### src/rtl/id_stage_pkg.sv
// id_stage_pkg: shared opcodes, ALU codes, write-back selects and decode
// record types for the RV32I decode stage.
package id_stage_pkg;

   // RV32I major opcodes (inst[6:0])
   localparam logic [6:0] OPC_LUI    = 7'b0110111;
   localparam logic [6:0] OPC_AUIPC  = 7'b0010111;
   localparam logic [6:0] OPC_JAL    = 7'b1101111;
   localparam logic [6:0] OPC_JALR   = 7'b1100111;
   localparam logic [6:0] OPC_BRANCH = 7'b1100011;
   localparam logic [6:0] OPC_LOAD   = 7'b0000011;
   localparam logic [6:0] OPC_STORE  = 7'b0100011;
   localparam logic [6:0] OPC_OP_IMM = 7'b0010011;
   localparam logic [6:0] OPC_OP     = 7'b0110011;
   localparam logic [6:0] OPC_FENCE  = 7'b0001111;
   localparam logic [6:0] OPC_SYSTEM = 7'b1110011;

   // Write-back source selects
   localparam logic [1:0] WB_ALU = 2'd0;
   localparam logic [1:0] WB_MEM = 2'd1;
   localparam logic [1:0] WB_PC4 = 2'd2;

   // Canonical NOP: ADDI x0,x0,0
   localparam logic [31:0] NOP_INST = 32'h0000_0013;

   typedef enum logic [3:0] {
      ALU_ADD   = 4'd0,
      ALU_SUB   = 4'd1,
      ALU_SLL   = 4'd2,
      ALU_SLT   = 4'd3,
      ALU_SLTU  = 4'd4,
      ALU_XOR   = 4'd5,
      ALU_SRL   = 4'd6,
      ALU_SRA   = 4'd7,
      ALU_OR    = 4'd8,
      ALU_AND   = 4'd9,
      ALU_PASSB = 4'd10
   } alu_op_e;

   // Combinational decode result for one instruction
   typedef struct packed {
      logic [31:0] imm;
      logic [4:0]  rs1;
      logic [4:0]  rs2;
      logic [4:0]  rd;
      alu_op_e     alu_op;
      logic        alu_src_imm;
      logic        alu_src_pc;
      logic        mem_read;
      logic        mem_write;
      logic [2:0]  mem_size;
      logic        reg_write;
      logic [1:0]  wb_sel;
      logic        branch;
      logic        jump;
      logic        jalr;
      logic        illegal;
      logic        rs1_used;
      logic        rs2_used;
   } dec_t;

   // Contents of the ID/EX pipeline register
   typedef struct packed {
      logic [31:0] pc;
      logic [31:0] rs1_data;
      logic [31:0] rs2_data;
      logic [31:0] imm;
      logic [4:0]  rs1;
      logic [4:0]  rs2;
      logic [4:0]  rd;
      alu_op_e     alu_op;
      logic        alu_src_imm;
      logic        alu_src_pc;
      logic        mem_read;
      logic        mem_write;
      logic [2:0]  mem_size;
      logic        reg_write;
      logic [1:0]  wb_sel;
      logic        branch;
      logic        jump;
      logic        jalr;
      logic        jump_branch_taken;
      logic        illegal;
      logic        enable;
   } idex_t;

   // ALU operation for OP / OP-IMM; alt selects SUB/SRA
   function automatic alu_op_e alu_op_from_funct(input logic [2:0] f3, input logic alt);
      alu_op_e op;
      case (f3)
         3'd0:    if (alt) op = ALU_SUB; else op = ALU_ADD;
         3'd1:    op = ALU_SLL;
         3'd2:    op = ALU_SLT;
         3'd3:    op = ALU_SLTU;
         3'd4:    op = ALU_XOR;
         3'd5:    if (alt) op = ALU_SRA; else op = ALU_SRL;
         3'd6:    op = ALU_OR;
         default: op = ALU_AND;
      endcase
      return op;
   endfunction

   // funct7 legality: 0100000 is only meaningful for SRA(I) and register SUB
   function automatic logic funct7_ok(input logic [2:0] f3, input logic [6:0] f7, input logic is_reg);
      logic ok;
      ok = 1'b0;
      if (f7 == 7'b0000000)
         ok = 1'b1;
      else if (f7 == 7'b0100000)
         ok = (f3 == 3'd5) || (is_reg && (f3 == 3'd0));
      return ok;
   endfunction

endpackage

### src/rtl/id_decoder.sv
// id_decoder: purely combinational RV32I decode. Produces control fields,
// sign-extended immediates and the rs1/rs2 usage flags for hazard checks.
// Optional feature macro: ID_ILLEGAL_DETECT_EN (flag illegal encodings
// instead of silently issuing them as NOPs).
module id_decoder
   import id_stage_pkg::*;
(
   input  logic [31:0] inst_i,
   output dec_t        dec_o
);

   logic [6:0]  opcode;
   logic [2:0]  f3;
   logic [6:0]  f7;
   logic [31:0] imm_i, imm_s, imm_b, imm_u, imm_j;
   logic        bad;
   dec_t        d;

   assign opcode = inst_i[6:0];
   assign f3     = inst_i[14:12];
   assign f7     = inst_i[31:25];

   assign imm_i = {{20{inst_i[31]}}, inst_i[31:20]};
   assign imm_s = {{20{inst_i[31]}}, inst_i[31:25], inst_i[11:7]};
   assign imm_b = {{19{inst_i[31]}}, inst_i[31], inst_i[7], inst_i[30:25], inst_i[11:8], 1'b0};
   assign imm_u = {inst_i[31:12], 12'h000};
   assign imm_j = {{11{inst_i[31]}}, inst_i[31], inst_i[19:12], inst_i[20], inst_i[30:21], 1'b0};

   // Opcode decode; any illegal encoding collapses to a side-effect-free NOP
   always_comb begin
      d          = '0;
      bad        = (inst_i[1:0] != 2'b11);
      d.rs1      = inst_i[19:15];
      d.rs2      = inst_i[24:20];
      d.rd       = inst_i[11:7];
      d.mem_size = f3;
      d.alu_op   = ALU_ADD;
      d.wb_sel   = WB_ALU;
      d.imm      = imm_i;
      case (opcode)
         OPC_LUI: begin
            d.imm = imm_u; d.alu_op = ALU_PASSB; d.alu_src_imm = 1'b1; d.reg_write = 1'b1;
         end
         OPC_AUIPC: begin
            d.imm = imm_u; d.alu_src_pc = 1'b1; d.alu_src_imm = 1'b1; d.reg_write = 1'b1;
         end
         OPC_JAL: begin
            d.imm = imm_j; d.alu_src_pc = 1'b1; d.alu_src_imm = 1'b1;
            d.jump = 1'b1; d.reg_write = 1'b1; d.wb_sel = WB_PC4;
         end
         OPC_JALR: begin
            d.rs1_used = 1'b1; d.alu_src_imm = 1'b1;
            d.jalr = 1'b1; d.reg_write = 1'b1; d.wb_sel = WB_PC4;
            bad = bad | (f3 != 3'd0);
         end
         OPC_BRANCH: begin
            d.imm = imm_b; d.rs1_used = 1'b1; d.rs2_used = 1'b1;
            d.branch = 1'b1; d.alu_op = ALU_SUB;
            bad = bad | (f3 == 3'd2) | (f3 == 3'd3);
         end
         OPC_LOAD: begin
            d.rs1_used = 1'b1; d.alu_src_imm = 1'b1;
            d.mem_read = 1'b1; d.reg_write = 1'b1; d.wb_sel = WB_MEM;
            bad = bad | (f3 == 3'd3) | (f3 >= 3'd6);
         end
         OPC_STORE: begin
            d.imm = imm_s; d.rs1_used = 1'b1; d.rs2_used = 1'b1;
            d.alu_src_imm = 1'b1; d.mem_write = 1'b1;
            bad = bad | (f3 > 3'd2);
         end
         OPC_OP_IMM: begin
            d.rs1_used = 1'b1; d.alu_src_imm = 1'b1; d.reg_write = 1'b1;
            d.alu_op = alu_op_from_funct(f3, (f3 == 3'd5) && f7[5]);
            if ((f3 == 3'd1) || (f3 == 3'd5))
               bad = bad | !funct7_ok(f3, f7, 1'b0);
         end
         OPC_OP: begin
            d.rs1_used = 1'b1; d.rs2_used = 1'b1; d.reg_write = 1'b1;
            d.alu_op = alu_op_from_funct(f3, f7[5]);
            bad = bad | !funct7_ok(f3, f7, 1'b1);
         end
         OPC_FENCE, OPC_SYSTEM: begin
            // Treated as NOPs: no register, memory or control-flow effect
         end
         default: bad = 1'b1;
      endcase
      if (bad) begin
         d.rs1_used    = 1'b0;
         d.rs2_used    = 1'b0;
         d.alu_src_imm = 1'b0;
         d.alu_src_pc  = 1'b0;
         d.mem_read    = 1'b0;
         d.mem_write   = 1'b0;
         d.reg_write   = 1'b0;
         d.branch      = 1'b0;
         d.jump        = 1'b0;
         d.jalr        = 1'b0;
         d.wb_sel      = WB_ALU;
         d.alu_op      = ALU_ADD;
      end
`ifdef ID_ILLEGAL_DETECT_EN
      d.illegal = bad;
`else
      d.illegal = 1'b0;
`endif
      // x0 is hard-wired zero, so writes to it are dropped here
      if (d.rd == 5'd0)
         d.reg_write = 1'b0;
   end

   assign dec_o = d;

endmodule

### src/rtl/id_stage.sv
// id_stage: RV32I decode stage. Reads the register file, registers the ID/EX
// bundle and stalls fetch on load-use hazards or EX back-pressure.
// Optional feature macro: ID_ILLEGAL_DETECT_EN (see id_decoder).
module id_stage
   import id_stage_pkg::*;
#(
   parameter logic [31:0] RESET_PC = 32'h0
) (
   input  logic        clk,
   input  logic        reset_n,
   input  logic [31:0] IF_ID_PC,
   input  logic [31:0] IF_ID_Instruction,
   input  logic        IF_ID_jump_branch_taken,
   input  logic        IF_ID_enable_out,
   input  logic        hazard_flush,
   input  logic        ex_stall,
   output logic [4:0]  rs1_addr,
   output logic [4:0]  rs2_addr,
   input  logic [31:0] rs1_rdata,
   input  logic [31:0] rs2_rdata,
   output logic        hazard_stall,
   output logic [31:0] ID_EX_PC,
   output logic [31:0] ID_EX_rs1_data,
   output logic [31:0] ID_EX_rs2_data,
   output logic [31:0] ID_EX_imm,
   output logic [4:0]  ID_EX_rs1,
   output logic [4:0]  ID_EX_rs2,
   output logic [4:0]  ID_EX_rd,
   output logic [3:0]  ID_EX_alu_op,
   output logic        ID_EX_alu_src_imm,
   output logic        ID_EX_alu_src_pc,
   output logic        ID_EX_mem_read,
   output logic        ID_EX_mem_write,
   output logic [2:0]  ID_EX_mem_size,
   output logic        ID_EX_reg_write,
   output logic [1:0]  ID_EX_wb_sel,
   output logic        ID_EX_branch,
   output logic        ID_EX_jump,
   output logic        ID_EX_jalr,
   output logic        ID_EX_jump_branch_taken,
   output logic        ID_EX_illegal,
   output logic        ID_EX_enable_out,
   output logic        ID_EX_enable_out_unused_guard_n
);

   dec_t  dec;
   idex_t id_ex_q, id_ex_d, issue;
   logic  replay_q, replay_d;
   logic  valid_in;
   logic  load_use;

   // Empty ID/EX slot: nothing valid, no side effects, PC parked at RESET_PC
   function automatic idex_t bubble();
      idex_t b;
      b    = '0;
      b.pc = RESET_PC;
      return b;
   endfunction

   id_decoder u_decoder (
      .inst_i (IF_ID_Instruction),
      .dec_o  (dec)
   );

   assign rs1_addr = dec.rs1;
   assign rs2_addr = dec.rs2;

   // Fetch drops its valid while holding a stalled instruction; replay restores it
   assign valid_in = IF_ID_enable_out | replay_q;

   assign load_use = id_ex_q.enable & id_ex_q.mem_read & (id_ex_q.rd != 5'd0) &
                     ((dec.rs1_used & (id_ex_q.rd == dec.rs1)) |
                      (dec.rs2_used & (id_ex_q.rd == dec.rs2)));

   // Reset forces the stall low even while fetch still presents a valid slot
   assign hazard_stall = reset_n & valid_in & ~hazard_flush & (load_use | ex_stall);

   // Build the ID/EX record for the instruction currently in ID
   always_comb begin
      issue = bubble();
      if (valid_in) begin
         issue.pc                = IF_ID_PC;
         issue.rs1_data          = rs1_rdata;
         issue.rs2_data          = rs2_rdata;
         issue.imm               = dec.imm;
         issue.rs1               = dec.rs1;
         issue.rs2               = dec.rs2;
         issue.rd                = dec.rd;
         issue.alu_op            = dec.alu_op;
         issue.alu_src_imm       = dec.alu_src_imm;
         issue.alu_src_pc        = dec.alu_src_pc;
         issue.mem_read          = dec.mem_read;
         issue.mem_write         = dec.mem_write;
         issue.mem_size          = dec.mem_size;
         issue.reg_write         = dec.reg_write;
         issue.wb_sel            = dec.wb_sel;
         issue.branch            = dec.branch;
         issue.jump              = dec.jump;
         issue.jalr              = dec.jalr;
         issue.jump_branch_taken = IF_ID_jump_branch_taken;
         issue.illegal           = dec.illegal;
         issue.enable            = 1'b1;
      end
   end

   // Next-state priority: flush, then EX hold, then load-use bubble, then issue.
   // Load-use only bites on a valid instruction; an empty slot must not arm replay.
   always_comb begin
      id_ex_d  = id_ex_q;
      replay_d = 1'b0;
      if (hazard_flush) begin
         id_ex_d = bubble();
      end else if (ex_stall) begin
         replay_d = valid_in;
      end else if (valid_in && load_use) begin
         id_ex_d  = bubble();
         replay_d = 1'b1;
      end else begin
         id_ex_d = issue;
      end
   end

   // ID/EX pipeline register and replay flag
   always_ff @(posedge clk or negedge reset_n) begin
      if (!reset_n) begin
         id_ex_q  <= bubble();
         replay_q <= 1'b0;
      end else begin
         id_ex_q  <= id_ex_d;
         replay_q <= replay_d;
      end
   end

   assign ID_EX_PC                = id_ex_q.pc;
   assign ID_EX_rs1_data          = id_ex_q.rs1_data;
   assign ID_EX_rs2_data          = id_ex_q.rs2_data;
   assign ID_EX_imm               = id_ex_q.imm;
   assign ID_EX_rs1               = id_ex_q.rs1;
   assign ID_EX_rs2               = id_ex_q.rs2;
   assign ID_EX_rd                = id_ex_q.rd;
   assign ID_EX_alu_op            = id_ex_q.alu_op;
   assign ID_EX_alu_src_imm       = id_ex_q.alu_src_imm;
   assign ID_EX_alu_src_pc        = id_ex_q.alu_src_pc;
   assign ID_EX_mem_read          = id_ex_q.mem_read;
   assign ID_EX_mem_write         = id_ex_q.mem_write;
   assign ID_EX_mem_size          = id_ex_q.mem_size;
   assign ID_EX_reg_write         = id_ex_q.reg_write;
   assign ID_EX_wb_sel            = id_ex_q.wb_sel;
   assign ID_EX_branch            = id_ex_q.branch;
   assign ID_EX_jump              = id_ex_q.jump;
   assign ID_EX_jalr              = id_ex_q.jalr;
   assign ID_EX_jump_branch_taken = id_ex_q.jump_branch_taken;
   assign ID_EX_illegal           = id_ex_q.illegal;
   assign ID_EX_enable_out        = id_ex_q.enable;
   assign ID_EX_enable_out_unused_guard_n = ~id_ex_q.enable;

endmodule

### config.mk
export PLATFORM = sky130hd
export DESIGN_NAME = id_stage
export DESIGN_NICKNAME = d
export VERILOG_FILES = /design/src/rtl/id_stage_pkg.sv /design/src/rtl/id_decoder.sv /design/src/rtl/id_stage.sv
export SDC_FILE = /design/constraint.sdc
export NUM_CORES = 1
export LEC_CHECK = 0
export BUFFER_PORTS_ARGS = -buffer_cell sky130_fd_sc_hd__buf_2
export CORE_ASPECT_RATIO = 0.5
export CORE_MARGIN = 2
export CORE_UTILIZATION = 30
export CTS_CLUSTER_DIAMETER = 60
export DETAILED_ROUTE_END_ITERATION = 8
export PLACE_DENSITY_LB_ADDON = 0.08
export SYNTH_ARGS = -nofsm -noshare
export SYNTH_HDL_FRONTEND = slang
export SYNTH_SLANG_ARGS = --single-unit
### constraint.sdc
create_clock -name clk -period 2.15 [get_ports clk]
set_clock_uncertainty 0.2 [all_clocks]
set_input_delay 0 -clock clk [delete_from_list [all_inputs] [get_ports clk]]
set_output_delay 0 -clock clk [all_outputs]
set_load 0.01 [all_outputs]
== Word-level counts from Yosys, hierarchy flattened ==
Cells that the tools add are included.
Operators by class
  muxes and demuxes: 39
  equality and inequality tests: 22
  reductions and logical operators: 19
  bitwise operators: 21
  order comparisons: 2
Operator list (count)
  two-way mux 163 bit: 4
  one-hot mux 31 bit (4 select lines): 1
  one-hot mux 4 bit (7 select lines): 2
  equality test 7 x 6 -> 1 bit, second input constant: 4
  equality test 7 bit, second input constant: 4
  two-way mux 1 bit: 26
  one-hot mux 4 bit (4 select lines): 1
  equality test 7 x 5 -> 1 bit, second input constant: 2
  OR reduction 7 bit: 2
  bitwise OR 1 bit: 11
  equality test 5 bit: 2
  equality test 3 bit, second input constant: 3
  bitwise AND 1 bit: 8
  two-way mux 8 bit: 1
  equality test 7 x 2 -> 1 bit, second input constant: 1
  equality test 7 x 4 -> 1 bit, second input constant: 1
  zero test 7 bit: 1
  one-hot mux 1 bit (7 select lines): 1
  equality test 3 x 2 -> 1 bit, second input constant: 2
  two-way mux 6 bit: 1
  OR reduction 2 bit: 3
  OR reduction 6 bit: 1
  zero test 5 bit: 1
  nonzero test 5 bit: 1
  14 further kinds: 19
Word-level totals
  flip-flop bits (word level): 164
  input port bits: 134
  output and inout bits: 175

== Logic depth before layout (Yosys ltp) ==
Gate-level depths: netlist of run 1.
  depth after elaboration: 17
  gate-level depth with buffers: 9

== Modules after synthesis ==
From an unflattened synthesis of run 1, not the netlist that was laid out.
Second synthesis, totals
  cell total of the unflattened synthesis: 1121
  area total of the unflattened synthesis: 10322.4 µm²
By module, submodules not included
  id_stage: area an instance 9313.9 µm², cells each 968, times used 1
  id_decoder: area an instance 1008.5 µm², cells each 153, times used 1

== Worst setup path after synthesis of run 1 ==
OpenSTA, ideal clock, no wires.
  kind: input to register
  start point: in IF_ID_Instruction[2]
  end point: reg id_ex_q, in the netlist ID_EX_PC[0]
  library setup time: 121 ps
  stages on the path: 8
  data required time: 1829 ps
  path slack: -260 ps
  path buffers: 2
  arrival time: 2089 ps
  cells stage by stage: or3_1 -> or4_4 -> a2111o_1 -> a21oi_1 -> a31oi_1 -> buf_4 -> buf_6 -> a22o_1
Between the ends
  longest elaborated chain between the ends: 11
RTL lines
  from (decl): RTL line id_stage.sv:12  | input logic [31:0] IF_ID_Instruction,
  equality test 7 x 4 -> 1 bit (tied with other cells): RTL line id_decoder.sv:40  | case (opcode)
  OR reduction 5 bit (no source line) (tied with other cells)
  one-hot mux 1 bit (7 select lines) / two-way mux 1 bit (equally long branches): RTL line id_decoder.sv:40
  two-way mux 2 bit (*): RTL line id_decoder.sv:87  | if (bad) begin
  bitwise AND 1 bit (on tied branches): RTL line id_stage.sv:72, id_stage.sv:73
  bitwise OR 1 bit (*): RTL line id_stage.sv:72  | ((dec.rs1_used & (id_ex_q.rd == dec.rs1)) |
  bitwise AND 1 bit (*): RTL line id_stage.sv:71  | assign load_use = id_ex_q.enable & id_ex_q.mem_read & (id_ex_q.rd != 5'd0) &
  logical AND 1 bit (*): RTL line id_stage.sv:115  | end else if (valid_in && load_use) begin
  two-way mux 163 bit (*): RTL line id_stage.sv:115
  two-way mux 163 bit (*): RTL line id_stage.sv:113  | end else if (ex_stall) begin
  two-way mux 163 bit (*): RTL line id_stage.sv:111  | if (hazard_flush) begin
  to (signal assigned): RTL line id_stage.sv:126  | id_ex_q <= bubble();
  to (signal assigned): RTL line id_stage.sv:129  | id_ex_q <= id_ex_d;
  to (decl): RTL line id_stage.sv:47  | idex_t id_ex_q, id_ex_d, issue;
Every way passes the cells marked *; elsewhere a longest branch is shown, timed or not. The select of a mux whose other input is x is not followed.
A chain may end at the register's enable or synchronous reset.

== Worst setup path in the final report of run 1 ==
  start point: reg id_ex_q, in the netlist ID_EX_rd[1]
  end point: out hazard_stall
Between the ends
  longest elaborated chain between the ends: 6
RTL lines
  equality test 5 bit (on tied branches): RTL line id_stage.sv:72, id_stage.sv:73
  bitwise AND 1 bit (on tied branches): RTL line id_stage.sv:72, id_stage.sv:73
  bitwise OR 1 bit: RTL line id_stage.sv:72
  bitwise AND 1 bit (*): RTL line id_stage.sv:71
  bitwise OR 1 bit (*): RTL line id_stage.sv:76  | assign hazard_stall = reset_n & valid_in & ~hazard_flush & (load_use | ex_stall);
  bitwise AND 1 bit (*): RTL line id_stage.sv:76
  to (decl): RTL line id_stage.sv:21  | output logic hazard_stall,
Every way passes the cells marked *; elsewhere a longest branch is shown, timed or not.

==> impl_metrics.json, run 1 <==
{
  "place.port_buffers": 307,
  "tritoncts": "yes",
  "fin_hold_ws_ns": 0.03442,
  "timing.setup.critical_path_class": "reg2out",
  "multi_input_gate_area_in_the_final_layout_um2": 2783,
  "antenna_left": 0,
  "cts_htree_levels": 4,
  "start_point_of_the_worst_hold_path": "IF_ID_Instruction[5]",
  "grt-ovfl-total": 0,
  "number_of_flops_mapped_to_enable_cells_by_yosys": 0,
  "grt_max_degree": 67,
  "grt_usage_pct": 22.90,
  "setup_viol": 161,
  "worst_r2r_endpoint": "ID_EX_rs1_data[1]$_DFFE_PN0P_",
  "cts-buffers-inserted": 17,
  "floorplan.core_area_um2": 21970,
  "rr_startpoint": "ID_EX_rd[3]$_DFFE_PN0P_",
  "worst-r2r-setup-slack_ns": -0.47,
  "n_fill_cell": 1934,
  "antenna_violations_before_repair": 1,
  "critPathMaxFanout": 2,
  "worstRegToRegCells": 10,
  "final_min_period_over_clock_period_pct": 121.9,
  "clkTransAtPathRegs_ns": 0.07,
  "synth_top_cells_by_area": "sky130_fd_sc_hd__dfrtp_1 (59%), sky130_fd_sc_hd__a22o_1 (17%), sky130_fd_sc_hd__nand2_1 (2.7%)",
  "cts_root_buffer": "sky130_fd_sc_hd__clkbuf_16",
  "async_reset_ff_share_pct": 100.0,
  "finalCriticalPeriod_ns": 2.622,
  "synth_xor_xnor_area_share_pct": 1.413,
  "number_of_ports_placed_on_the_die_boundary": 309,
  "failing_checks": "negative setup slack",
  "die-area_um2": 24020,
  "syn-mean-instance-area_um2": 12.09,
  "area.sequential_um2": 4056,
  "routabilityCongestion": 0.8569,
  "vias_in_the_first_global_route": 7175,
  "finalNetCount": 1215,
  "timing.critical_path.required_ns": 1.95,
  "worst_skew_pair.late_latency_ns": 0.44,
  "leakage_nw": 6.213,
  "clock.fmax_mhz": 381.4,
  "post_drt_wl_per_cell_um": 19.55,
  "detailedRoute.firstIterationViolations": 488,
  "totalPowerFinal_mw": 7.955,
  "synth_cell_types": 50,
  "arrival_time_reported_for_the_critical_path_endpoint_ns": 2.42,
  "drt_wl_total_um": 27250,
  "synthSimpleGateAreaFrac_pct": 7.416,
  "critPathCaptureType": "primary output",
  "clock_sinks": 162,
  "drt-vias-per-instance": 4.916,
  "initial_core_util_pct": 31.03,
  "unrepaired_setup_endpoints_after_global_routing": "true",
  "worstHoldPathType": "in2reg",
  "final_max_tran_viols": 0,
  "ys.warnings.count": 0,
  "remaining_drc_errors": 0,
  "final_layout_size_suffix_gt1_share_pct": 46.11,
  "area_growth_from_synthesis_to_layout_pct": 78.91,
  "yosys.area.top_type_share_pct": 59.47,
  "ys_seq_elements": 162,
  "clock_path_buffers": 2,
  "maxCapViolCount": 0,
  "sequential_to_total_area_share_from_yosys_stat_pct": 59.47,
  "dominantRegCellSynth": "sky130_fd_sc_hd__dfrtp_1",
  "die_w_um": 217.2,
  "maxSlewHeadroom_pct": 41.40,
  "firstDrtPassIters": 5,
  "worstMarginPinSlew_ns": 0.8772,
  "floorplan.rows": 38,
  "synth.cell_area_um2": 6817,
  "hold_violations": 0,
  "synthCells": 564,
  "critPathLaunchType": "flip-flop",
  "holdPathStages": 6,
  "power.density_nw_per_um2": 652.3,
  "post_synth_fa_ha_maj_area_fraction_pct": 0,
  "timing.final.ws_setup_ns": -0.4719,
  "vias": 6853,
  "syn-num-nets": 698,
  "status": "finished, violations left",
  "synth_area_leader_cell": "sky130_fd_sc_hd__dfrtp_1",
  "fraction_of_synthesized_area_in_multiplexers_pct": 1.468,
  "die_h_um": 110.6,
  "grt_first_pass_wirelength_um": 42230,
  "min_delay_worst_endpoint": "ID_EX_imm[11]$_DFFE_PN0P_",
  "ir_drop_mv": 0.3935,
  "synth_top_family_by_area": "compound AO/OA/AOI/OAI gates",
  "hpwlAfterDp_um": 17210,
  "synth_compound_gate_area_share_pct": 24.78
}
layout make-up:
class                   instances  share of cell area [%]
flip-flops and latches        162                   33.26
repair buffers                558                   35.31
diodes                          1                 0.02052
clock buffers                  17                   3.488
clock inverters                14                   1.867
well taps                     300                   3.078
multi-input cells             337                   22.82
inverters                       5                  0.1539
placed cells by master (no fill, tap or decap), types with 6 or more instances in the layout:
master and n:
sky130_fd_sc_hd__dlygate4sd3_1 139, sky130_fd_sc_hd__o31ai_4 15, sky130_fd_sc_hd__buf_2 306, sky130_fd_sc_hd__a21oi_1 14
sky130_fd_sc_hd__nor2_1 11, sky130_fd_sc_hd__nand2_1 49, sky130_fd_sc_hd__buf_12 22, sky130_fd_sc_hd__o21ai_2 8
sky130_fd_sc_hd__buf_6 12, sky130_fd_sc_hd__a22o_1 133, sky130_fd_sc_hd__xor2_1 6, sky130_fd_sc_hd__buf_16 9
sky130_fd_sc_hd__dfrtp_1 160, sky130_fd_sc_hd__mux2_2 8, sky130_fd_sc_hd__o21ai_0 9, sky130_fd_sc_hd__buf_4 68
sky130_fd_sc_hd__nor3_1 7, sky130_fd_sc_hd__clkbuf_16 19
repair_timing:
item / CTS / global route
endpoints found under the setup margin: 161 / 161
cloned: 16 / 2
setup buffers: 15 / 9
endpoints found under the hold margin: 320 / 0
hold buffers: 140 / 0
gates resized for setup: 82 / 31
pin swaps: 27 / 23
where the power goes:
group | switching, mW | total [mW] | leakage (nW) | internal [mW]
clock network | 1.34 | 3.42 | 0.315 | 2.08
registers | 0.0706 | 3.24 | 2.20 | 3.17
logic | 0.621 | 1.29 | 3.69 | 0.673
total | 2.04 | 7.96 | 6.21 | 5.92
per-stage QoR:
| step | setup slack (ns) | TNS [ns] | std cells | util, % | area, um2 |
|---|---|---|---|---|---|
| after global routing | -0.5666 | -74.88 | 1394 | 55.52 | 12200 |
| after detailed placement | -0.5426 | -69.61 | 1190 | 41.56 | 9129 |
| after floorplan | -0.2037 | -24.17 | 564 | - | 6850 |
| after CTS | -0.5341 | -60.69 | 1392 | 54.92 | 12060 |
| after global placement | -0.4962 | -66.20 | 1190 | 41.56 | 9129 |
| final | -0.4719 | -61.22 | 1394 | 55.52 | 12200 |
sequential cells by signal, summed over array words and instances (netlist names), 2 cells and up:
| signal | count |
|---|---|
| ID_EX_PC | 32 |
| ID_EX_alu_op | 4 |
| ID_EX_imm | 32 |
| ID_EX_mem_size | 3 |
| ID_EX_rd | 5 |
| ID_EX_rs1 | 5 |
| ID_EX_rs1_data | 32 |
| ID_EX_rs2 | 5 |
| ID_EX_rs2_data | 32 |
| ID_EX_wb_sel | 2 |
critical path, cell delays in order (launching register included):
cell and delay (ns):
sky130_fd_sc_hd__dfrtp_2 0.40, sky130_fd_sc_hd__or4_4 0.54, sky130_fd_sc_hd__o211ai_1 0.18, sky130_fd_sc_hd__buf_4 0.15, sky130_fd_sc_hd__buf_6 0.08, sky130_fd_sc_hd__nor3_2 0.03
sky130_fd_sc_hd__and3_4 0.15, sky130_fd_sc_hd__buf_12 0.12, sky130_fd_sc_hd__o211a_1 0.19, sky130_fd_sc_hd__buf_2 0.13
layer usage:
metal	global-route usage (%)	up-vias	wire (um)
met5	0	-	0
met4	6.575	0	381
met3	5.152	27	1241
met2	38.04	183	13440
met1	29.88	3482	12190
li1	-	3161	-
cells in the mapped netlist (2+ instances only):
cell,instances
sky130_fd_sc_hd__dfrtp_1,162
sky130_fd_sc_hd__a22o_1,133
sky130_fd_sc_hd__nand2_1,49
sky130_fd_sc_hd__clkbuf_1,37
sky130_fd_sc_hd__o21ai_0,19
sky130_fd_sc_hd__o31ai_1,19
sky130_fd_sc_hd__a21oi_1,15
sky130_fd_sc_hd__buf_4,13
sky130_fd_sc_hd__nor2_1,11
sky130_fd_sc_hd__buf_6,10
sky130_fd_sc_hd__nor3_1,9
sky130_fd_sc_hd__mux2_2,8
sky130_fd_sc_hd__xor2_1,7
sky130_fd_sc_hd__or3_1,6
sky130_fd_sc_hd__inv_1,5
sky130_fd_sc_hd__nand2b_1,5
sky130_fd_sc_hd__nand3_1,4
sky130_fd_sc_hd__xnor2_1,4
sky130_fd_sc_hd__a31oi_1,3
sky130_fd_sc_hd__and3_1,3
sky130_fd_sc_hd__nand3b_1,3
sky130_fd_sc_hd__nor2b_1,3
sky130_fd_sc_hd__nor4_1,3
sky130_fd_sc_hd__or4_1,3
sky130_fd_sc_hd__a21boi_0,2
sky130_fd_sc_hd__a22oi_1,2
sky130_fd_sc_hd__a32oi_1,2
sky130_fd_sc_hd__o211a_1,2
worst max path at each step:
stage,cells past startpoint,to,from,slack (ns)
floorplan,8,ID_EX_rd[1]$_DFFE_PN0P_,IF_ID_Instruction[2],-0.20
global placement,9,ID_EX_PC[13]$_DFFE_PN0P_,IF_ID_Instruction[2],-0.50
detailed placement,9,ID_EX_PC[20]$_DFFE_PN0P_,IF_ID_Instruction[2],-0.54
CTS,9,hazard_stall,ID_EX_rd[3]$_DFFE_PN0P_,-0.53
global route,9,hazard_stall,ID_EX_rd[1]$_DFFE_PN0P_,-0.57
finish,9,hazard_stall,ID_EX_rd[1]$_DFFE_PN0P_,-0.47
cell families (layout without fill, tap and decap cells):
logic type	after synthesis	in the layout
AND/OR/NAND/NOR	104	104
flip-flops	162	162
XOR/XNOR	11	11
multiplexers	9	9
other	1	2
buffers and inverters	65	594
AO/OA/AOI/OAI	212	212
Note: power is estimated with default switching activity, not from simulation.
==> run 2, diff against run 1 <==
--- a/config.mk
+++ b/config.mk
@@ -12,6 +12,7 @@
 export CTS_CLUSTER_DIAMETER = 60
 export DETAILED_ROUTE_END_ITERATION = 8
 export PLACE_DENSITY_LB_ADDON = 0.08
+export SETUP_SLACK_MARGIN = 0.2
 export SYNTH_ARGS = -nofsm -noshare
 export SYNTH_HDL_FRONTEND = slang
 export SYNTH_SLANG_ARGS = --single-unit
==> run 2 against run 1 <==
Net effect:
- the run still ends with negative setup slack left
- sequential share of layout area rose by 0.90 points
- die area unchanged
- final cell count shrank 1.1%
- critical path depth fell by 1
- fmax fell by 0.46%
- critical path type unchanged
- critical endpoint unchanged
==> impl_metrics.json, run 2 (synthesized netlist as in run 1, its figures left out) <==
{
  "failing_checks": "negative setup slack",
  "met3_length_um": 1339,
  "post-place-cells": 1171,
  "initial_core_util_pct": 31.03,
  "remaining_drc_errors": 0,
  "timing.setup.critical_path_class": "reg2out",
  "area.sequential_um2": 4055,
  "final_min_period_over_clock_period_pct": 122.5,
  "tritoncts": "yes",
  "vias_in_the_first_global_route": 6822,
  "finish.utilization_pct": 54.03,
  "setup_viol": 161,
  "fin_hold_ws_ns": 0.03059,
  "final-instance-count-excl-fill": 1379,
  "grt_max_degree": 77,
  "multi_input_gate_area_in_the_final_layout_um2": 2663,
  "finalNetCount": 1200,
  "grt_first_pass_wirelength_um": 40720,
  "final_max_tran_viols": 0,
  "max_stage_delay_ns": 0.53,
  "status": "finished, violations left",
  "rr_startpoint": "ID_EX_rd[1]$_DFFE_PN0P_",
  "timing.final.ws_setup_ns": -0.4841,
  "worstHoldPathType": "in2reg",
  "worstMarginPinSlew_ns": 0.8359,
  "hpwlAfterDp_um": 16570,
  "critPathCaptureType": "primary output",
  "firstDrtPassIters": 5,
  "final_layout_size_suffix_gt1_share_pct": 44.21,
  "maxSlewHeadroom_pct": 43.49,
  "cts_htree_levels": 4,
  "worst_r2r_endpoint": "ID_EX_rs2_data[28]$_DFFE_PN0P_",
  "detailedRoute.firstIterationViolations": 515,
  "worst-r2r-setup-slack_ns": -0.42,
  "ir_drop_mv": 0.4071,
  "unrepaired_setup_endpoints_after_global_routing": "true",
  "placement.cell_area_um2": 8961,
  "leakage_nw": 6.094,
  "post_drt_wl_per_cell_um": 19.92,
  "totalPowerFinal_mw": 7.552,
  "drt_wl_total_um": 27470,
  "critPathLaunchType": "flip-flop",
  "floorplan.rows": 38,
  "worstRegToRegCells": 10,
  "power.density_nw_per_um2": 636.3,
  "clkTransAtPathRegs_ns": 0.07,
  "finalCriticalPeriod_ns": 2.634,
  "maxCapViolCount": 0,
  "number_of_ports_placed_on_the_die_boundary": 309,
  "crit_buf_inv": 3,
  "worst_skew_pair.late_latency_ns": 0.44,
  "cp_num_cells": 8,
  "insertedDiodeCount": 0,
  "clock_sinks": 162,
  "most-common-layout-cells": "sky130_fd_sc_hd__buf_2 (306), sky130_fd_sc_hd__dfrtp_1 (161), sky130_fd_sc_hd__dlygate4sd3_1 (139), sky130_fd_sc_hd__a22o_1 (133), sky130_fd_sc_hd__buf_4 (55)",
  "drt-vias-per-instance": 4.937,
  "die_h_um": 110.6,
  "worstPathCellList": "or4_4 -> o211ai_1 -> buf_4 -> nor3_2 -> and3_4 -> buf_12 -> o211a_1 -> buf_2",
  "die-area_um2": 24020,
  "wirelength_met1_um": 12420,
  "post-route-cell-area_um2": 11870,
  "clock.fmax_mhz": 379.6,
  "vias": 6808,
  "worst_setup_ep": "hazard_stall",
  "routabilityCongestion": 0.8632,
  "commonest_non_fill_non_tap_cell_in_the_layout": "sky130_fd_sc_hd__buf_2",
  "first_element_of_the_critical_path": "ID_EX_rd[1]$_DFFE_PN0P_",
  "cts-buffers-inserted": 17,
  "critPathMaxFanout": 2,
  "timing.critical_path.required_ns": 1.95,
  "floorplan.core_area_um2": 21970,
  "met2RoutedLength_um": 13270,
  "hold_violations": 0,
  "grt-ovfl-total": 0,
  "clock_path_buffers": 2,
  "arrival_time_reported_for_the_critical_path_endpoint_ns": 2.43,
  "grt_usage_pct": 22.14,
  "n_fill_cell": 1960,
  "place.port_buffers": 307,
  "cts_root_buffer": "sky130_fd_sc_hd__clkbuf_16",
  "antenna_violations_before_repair": 0,
  "die_w_um": 217.2,
  "slowest_stage": "sky130_fd_sc_hd__or4_4",
  "critPathTopFamily": "simple AND/OR/NAND/NOR gates",
  "area_growth_from_synthesis_to_layout_pct": 74.12,
  "top_layer_used": "met4",
  "antenna_left": 0
}
==> run 2: cell types whose count changed in the layout (fill, tap and decap cells not counted), moves of 4 or more <==
cell                        previous run  this run
sky130_fd_sc_hd__o31ai_4              15         7
sky130_fd_sc_hd__buf_12               22         9
sky130_fd_sc_hd__o31ai_1               0         6
sky130_fd_sc_hd__buf_4                68        55
sky130_fd_sc_hd__o21ai_1               2        10
sky130_fd_sc_hd__o21ai_2               8         1
sky130_fd_sc_hd__bufinv_16             5         1
sky130_fd_sc_hd__clkbuf_16            19        25
==> run 2: worst min path at each step <==
stage                                    start  slack (ns)  cells after the start                           to
after floorplan                        reset_n       -0.50                      0      ID_EX_PC[0]$_DFFE_PN0P_
after global placement                 reset_n       -0.35                      1  ID_EX_mem_write$_DFFE_PN0P_
after detailed placement               reset_n       -0.35                      1  ID_EX_mem_write$_DFFE_PN0P_
after CTS                 IF_ID_Instruction[1]       0.003                      5  ID_EX_mem_write$_DFFE_PN0P_
after global routing      IF_ID_Instruction[1]        0.05                      6    ID_EX_imm[11]$_DFFE_PN0P_
final                     IF_ID_Instruction[1]        0.03                      6    ID_EX_imm[11]$_DFFE_PN0P_
==> run 2: final cells by class <==
cell class              instances  area share (%)
well taps                     300           3.163
clock buffers                  20           3.848
repair buffers                543           35.22
multi-input cells             337           22.43
clock inverters                12           1.012
inverters                       5          0.1581
flip-flops and latches        162           34.17
==> run 2: timing repair <==
action,4_1_cts,5_1_grt
pin swaps,35,32
hold endpoints to repair,323,0
hold buffers,140,0
setup endpoints to repair,161,165
resized for setup,30,39
buffers inserted,17,0
gates cloned,9,10
==> run 2: metrics by stage <==
stage                     setup TNS [ns]  setup WS [ns]
after floorplan                   -24.29        -0.2037
after global placement            -62.20        -0.4416
after detailed placement          -66.20        -0.4777
after CTS                         -54.15        -0.5330
after global routing              -68.74        -0.5745
final                             -55.58        -0.4841
==> run 2: routing by layer <==
metal | vias up | track usage [%]
met5 | - | 0
li1 | 3145 | -
met4 | 0 | 6.301
met3 | 32 | 5.179
met2 | 195 | 36.76
met1 | 3436 | 28.80
==> run 2: worst min-delay path, stage by stage <==
cell	delay, ns
sky130_fd_sc_hd__buf_2	0.12
sky130_fd_sc_hd__nand4b_1	0.14
sky130_fd_sc_hd__buf_4	0.13
sky130_fd_sc_hd__o22ai_1	0.07
sky130_fd_sc_hd__o311ai_0	0.10
sky130_fd_sc_hd__o21ai_1	0.06
==> run 2: power by group <==
part	switching, mW	total (mW)	internal, mW	leakage [nW]
sequential	0.0686	3.24	3.17	2.20
combinational	0.614	1.27	0.658	3.61
clock	1.36	3.04	1.68	0.279
==> run 3, diff against run 2 <==
==> constraint.sdc (replaced) <==
create_clock -name clk -period 2.1 [get_ports clk]
set_clock_uncertainty 0.2 [all_clocks]
set_input_delay 0 -clock clk [delete_from_list [all_inputs] [get_ports clk]]
set_output_delay 0 -clock clk [all_outputs]
set_load 0.01 [all_outputs]
==> run 3 against run 2 <==
Net effect:
- the flow still finishes with violations (negative setup slack)
- non-clock buffer count fell by 14
- via count fell by 1.5%
- total power down 0.11%
- flip-flop and latch count unchanged
- die area did not move
- sequential power rose by 2%
- critical path depth unchanged
- register-to-register slack worse by 0.06 ns
==> impl_metrics.json, run 3 (synthesized netlist as in run 1, its figures left out) <==
{
  "hold_violations": 0,
  "final_max_tran_viols": 0,
  "final_layout_size_suffix_gt1_share_pct": 43.19,
  "fin_hold_ws_ns": 0.01632,
  "commonest_non_fill_non_tap_cell_in_the_layout": "sky130_fd_sc_hd__buf_2",
  "detailedRoute.firstIterationViolations": 437,
  "maxCapViolCount": 0,
  "worstMarginPinSlew_ns": 0.8523,
  "timing.final.ws_setup_ns": -0.5178,
  "vias_in_the_first_global_route": 7053,
  "crit_buf_inv": 3,
  "die-area_um2": 24020,
  "ir_drop_mv": 0.4576,
  "grt-ovfl-total": 0,
  "cts_root_buffer": "sky130_fd_sc_hd__clkbuf_16",
  "grt_usage_pct": 22.51,
  "power.density_nw_per_um2": 657.9,
  "routabilityCongestion": 0.8329,
  "arrival_time_reported_for_the_critical_path_endpoint_ns": 2.42,
  "clock.fmax_mhz": 382.0,
  "dp_worst_setup_slack_ns": -0.5041,
  "tritoncts": "yes",
  "floorplan.core_area_um2": 21970,
  "grt_first_pass_wirelength_um": 41490,
  "drt_wl_total_um": 26600,
  "remaining_drc_errors": 0,
  "setup_tns_ns": -59.85,
  "antenna_violations_before_repair": 0,
  "vias": 6709,
  "place.port_buffers": 307,
  "finalNetCount": 1186,
  "die_h_um": 110.6,
  "hpwlAfterDp_um": 16450,
  "unrepaired_setup_endpoints_after_global_routing": "true",
  "critPathTopFamily": "simple AND/OR/NAND/NOR gates",
  "finalCriticalPeriod_ns": 2.618,
  "most-common-layout-cells": "sky130_fd_sc_hd__buf_2 (306), sky130_fd_sc_hd__dfrtp_1 (161), sky130_fd_sc_hd__dlygate4sd3_1 (141), sky130_fd_sc_hd__a22o_1 (133), sky130_fd_sc_hd__buf_4 (58)",
  "setup_viol": 161,
  "worstHoldPathType": "in2reg",
  "totalPowerFinal_mw": 7.544,
  "clock_path_buffers": 2,
  "drt-vias-per-instance": 4.915,
  "critPathLaunchType": "flip-flop",
  "insertedDiodeCount": 0,
  "slowest_stage": "sky130_fd_sc_hd__or4_4",
  "cts_htree_levels": 4,
  "critPathMaxFanout": 2,
  "critPathCaptureType": "primary output",
  "max_stage_delay_ns": 0.53,
  "leakage_nw": 5.940,
  "number_of_ports_placed_on_the_die_boundary": 309,
  "worst_skew_pair.late_latency_ns": 0.44,
  "final_min_period_over_clock_period_pct": 124.7,
  "worstPathCellList": "or4_4 -> o211ai_1 -> buf_4 -> nor3_2 -> and3_4 -> buf_12 -> o211a_1 -> buf_2",
  "floorplan.rows": 38,
  "timing.critical_path.required_ns": 1.90,
  "post_drt_wl_per_cell_um": 19.49,
  "antenna_left": 0,
  "firstDrtPassIters": 4,
  "grt_max_degree": 102,
  "die_w_um": 217.2,
  "initial_core_util_pct": 31.03,
  "cts-buffers-inserted": 17,
  "failing_checks": "negative setup slack",
  "status": "finished, violations left",
  "clkTransAtPathRegs_ns": 0.06,
  "timing.setup.critical_path_class": "reg2out",
  "maxSlewHeadroom_pct": 43.06,
  "area_growth_from_synthesis_to_layout_pct": 68.23,
  "clock_sinks": 162
}
==> run 3: cell types whose count changed in the layout (fill, tap and decap cells not counted), sizes merged <==
cell	before	now
buf	395	388
clkbuf	28	18
dlygate4sd3	139	141
clkinv	3	8
inv	11	10
dlymetal6s4s	1	0
clkinvlp	2	0
==> run 3: through the flow <==
step	cell area (um2)	std cells	util, %
final	11470	1365	52.20
after global routing	11470	1365	52.20
after global placement	8996	1174	40.95
after detailed placement	8996	1174	40.95
after floorplan	6859	564	-
after CTS	11390	1364	51.87
==> run 3: final timing paths <==
| check | from | end | slack, ns | cells past startpoint |
|---|---|---|---|---|
| setup / recovery | ID_EX_rd[1]$_DFFE_PN0P_ | hazard_stall | -0.52 | 8 |
| hold / removal | IF_ID_Instruction[3] | ID_EX_branch$_DFFE_PN0P_ | 0.02 | 5 |
| setup reg to reg | ID_EX_rd[1]$_DFFE_PN0P_ | ID_EX_rs1_data[28]$_DFFE_PN0P_ | -0.48 | 10 |
| hold reg to reg | ID_EX_imm[21]$_DFFE_PN0P_ | ID_EX_imm[21]$_DFFE_PN0P_ | 0.28 | 2 |
| max in group asynchronous | reset_n | ID_EX_rs1_data[0]$_DFFE_PN0P_ | 0.53 | 4 |
| min in group asynchronous | reset_n | ID_EX_rs2[1]$_DFFE_PN0P_ | 0.56 | 3 |
==> run 3: layout make-up <==
| cell class | instances | area (um2) |
|---|---|---|
| Multi-Input combinational cell | 337 | 2596 |
| Inverter | 5 | 18.77 |
| Clock inverter | 14 | 127.6 |
| Sequential cell | 162 | 4055 |
| Clock buffer | 18 | 429.2 |
| Timing Repair Buffer | 529 | 3865 |
| Fill cell | 1994 | 10500 |
| Tap cell | 300 | 375.4 |
==> run 3: routing by layer <==
metal	vias to the layer above	share of wire, %	track usage (%)
met1	3379	43	28.21
met3	34	4.5	6.033
met5	-	0	0
met4	0	2.0	6.941
met2	186	50	37.87
li1	3110	-	-
==> run 3: worst register-to-register path, cell delays in order, from the launching register on <==
cell and delay, ns:
sky130_fd_sc_hd__dfrtp_2 0.40, sky130_fd_sc_hd__buf_4 0.13, sky130_fd_sc_hd__buf_6 0.12, sky130_fd_sc_hd__xor2_2 0.17, sky130_fd_sc_hd__a2111o_1 0.45, sky130_fd_sc_hd__a21oi_4 0.21, sky130_fd_sc_hd__a31oi_4 0.11, sky130_fd_sc_hd__buf_12 0.20
sky130_fd_sc_hd__buf_6 0.15, sky130_fd_sc_hd__buf_16 0.14, sky130_fd_sc_hd__a22o_1 0.19
==> run 3: where the power goes <==
group / switching, mW / internal [mW]
Combinational: 0.604 / 0.622
Clock: 1.36 / 1.65
Sequential: 0.0683 / 3.25
==> run 3: repair_timing <==
item                       4_1_cts  5_1_grt
gates cloned                     8        0
buffers inserted                 9        1
hold buffers                   141        0
resized for setup               34       10
setup endpoints to repair      161      161
pin swaps                       20        5
hold endpoints to repair       322        0
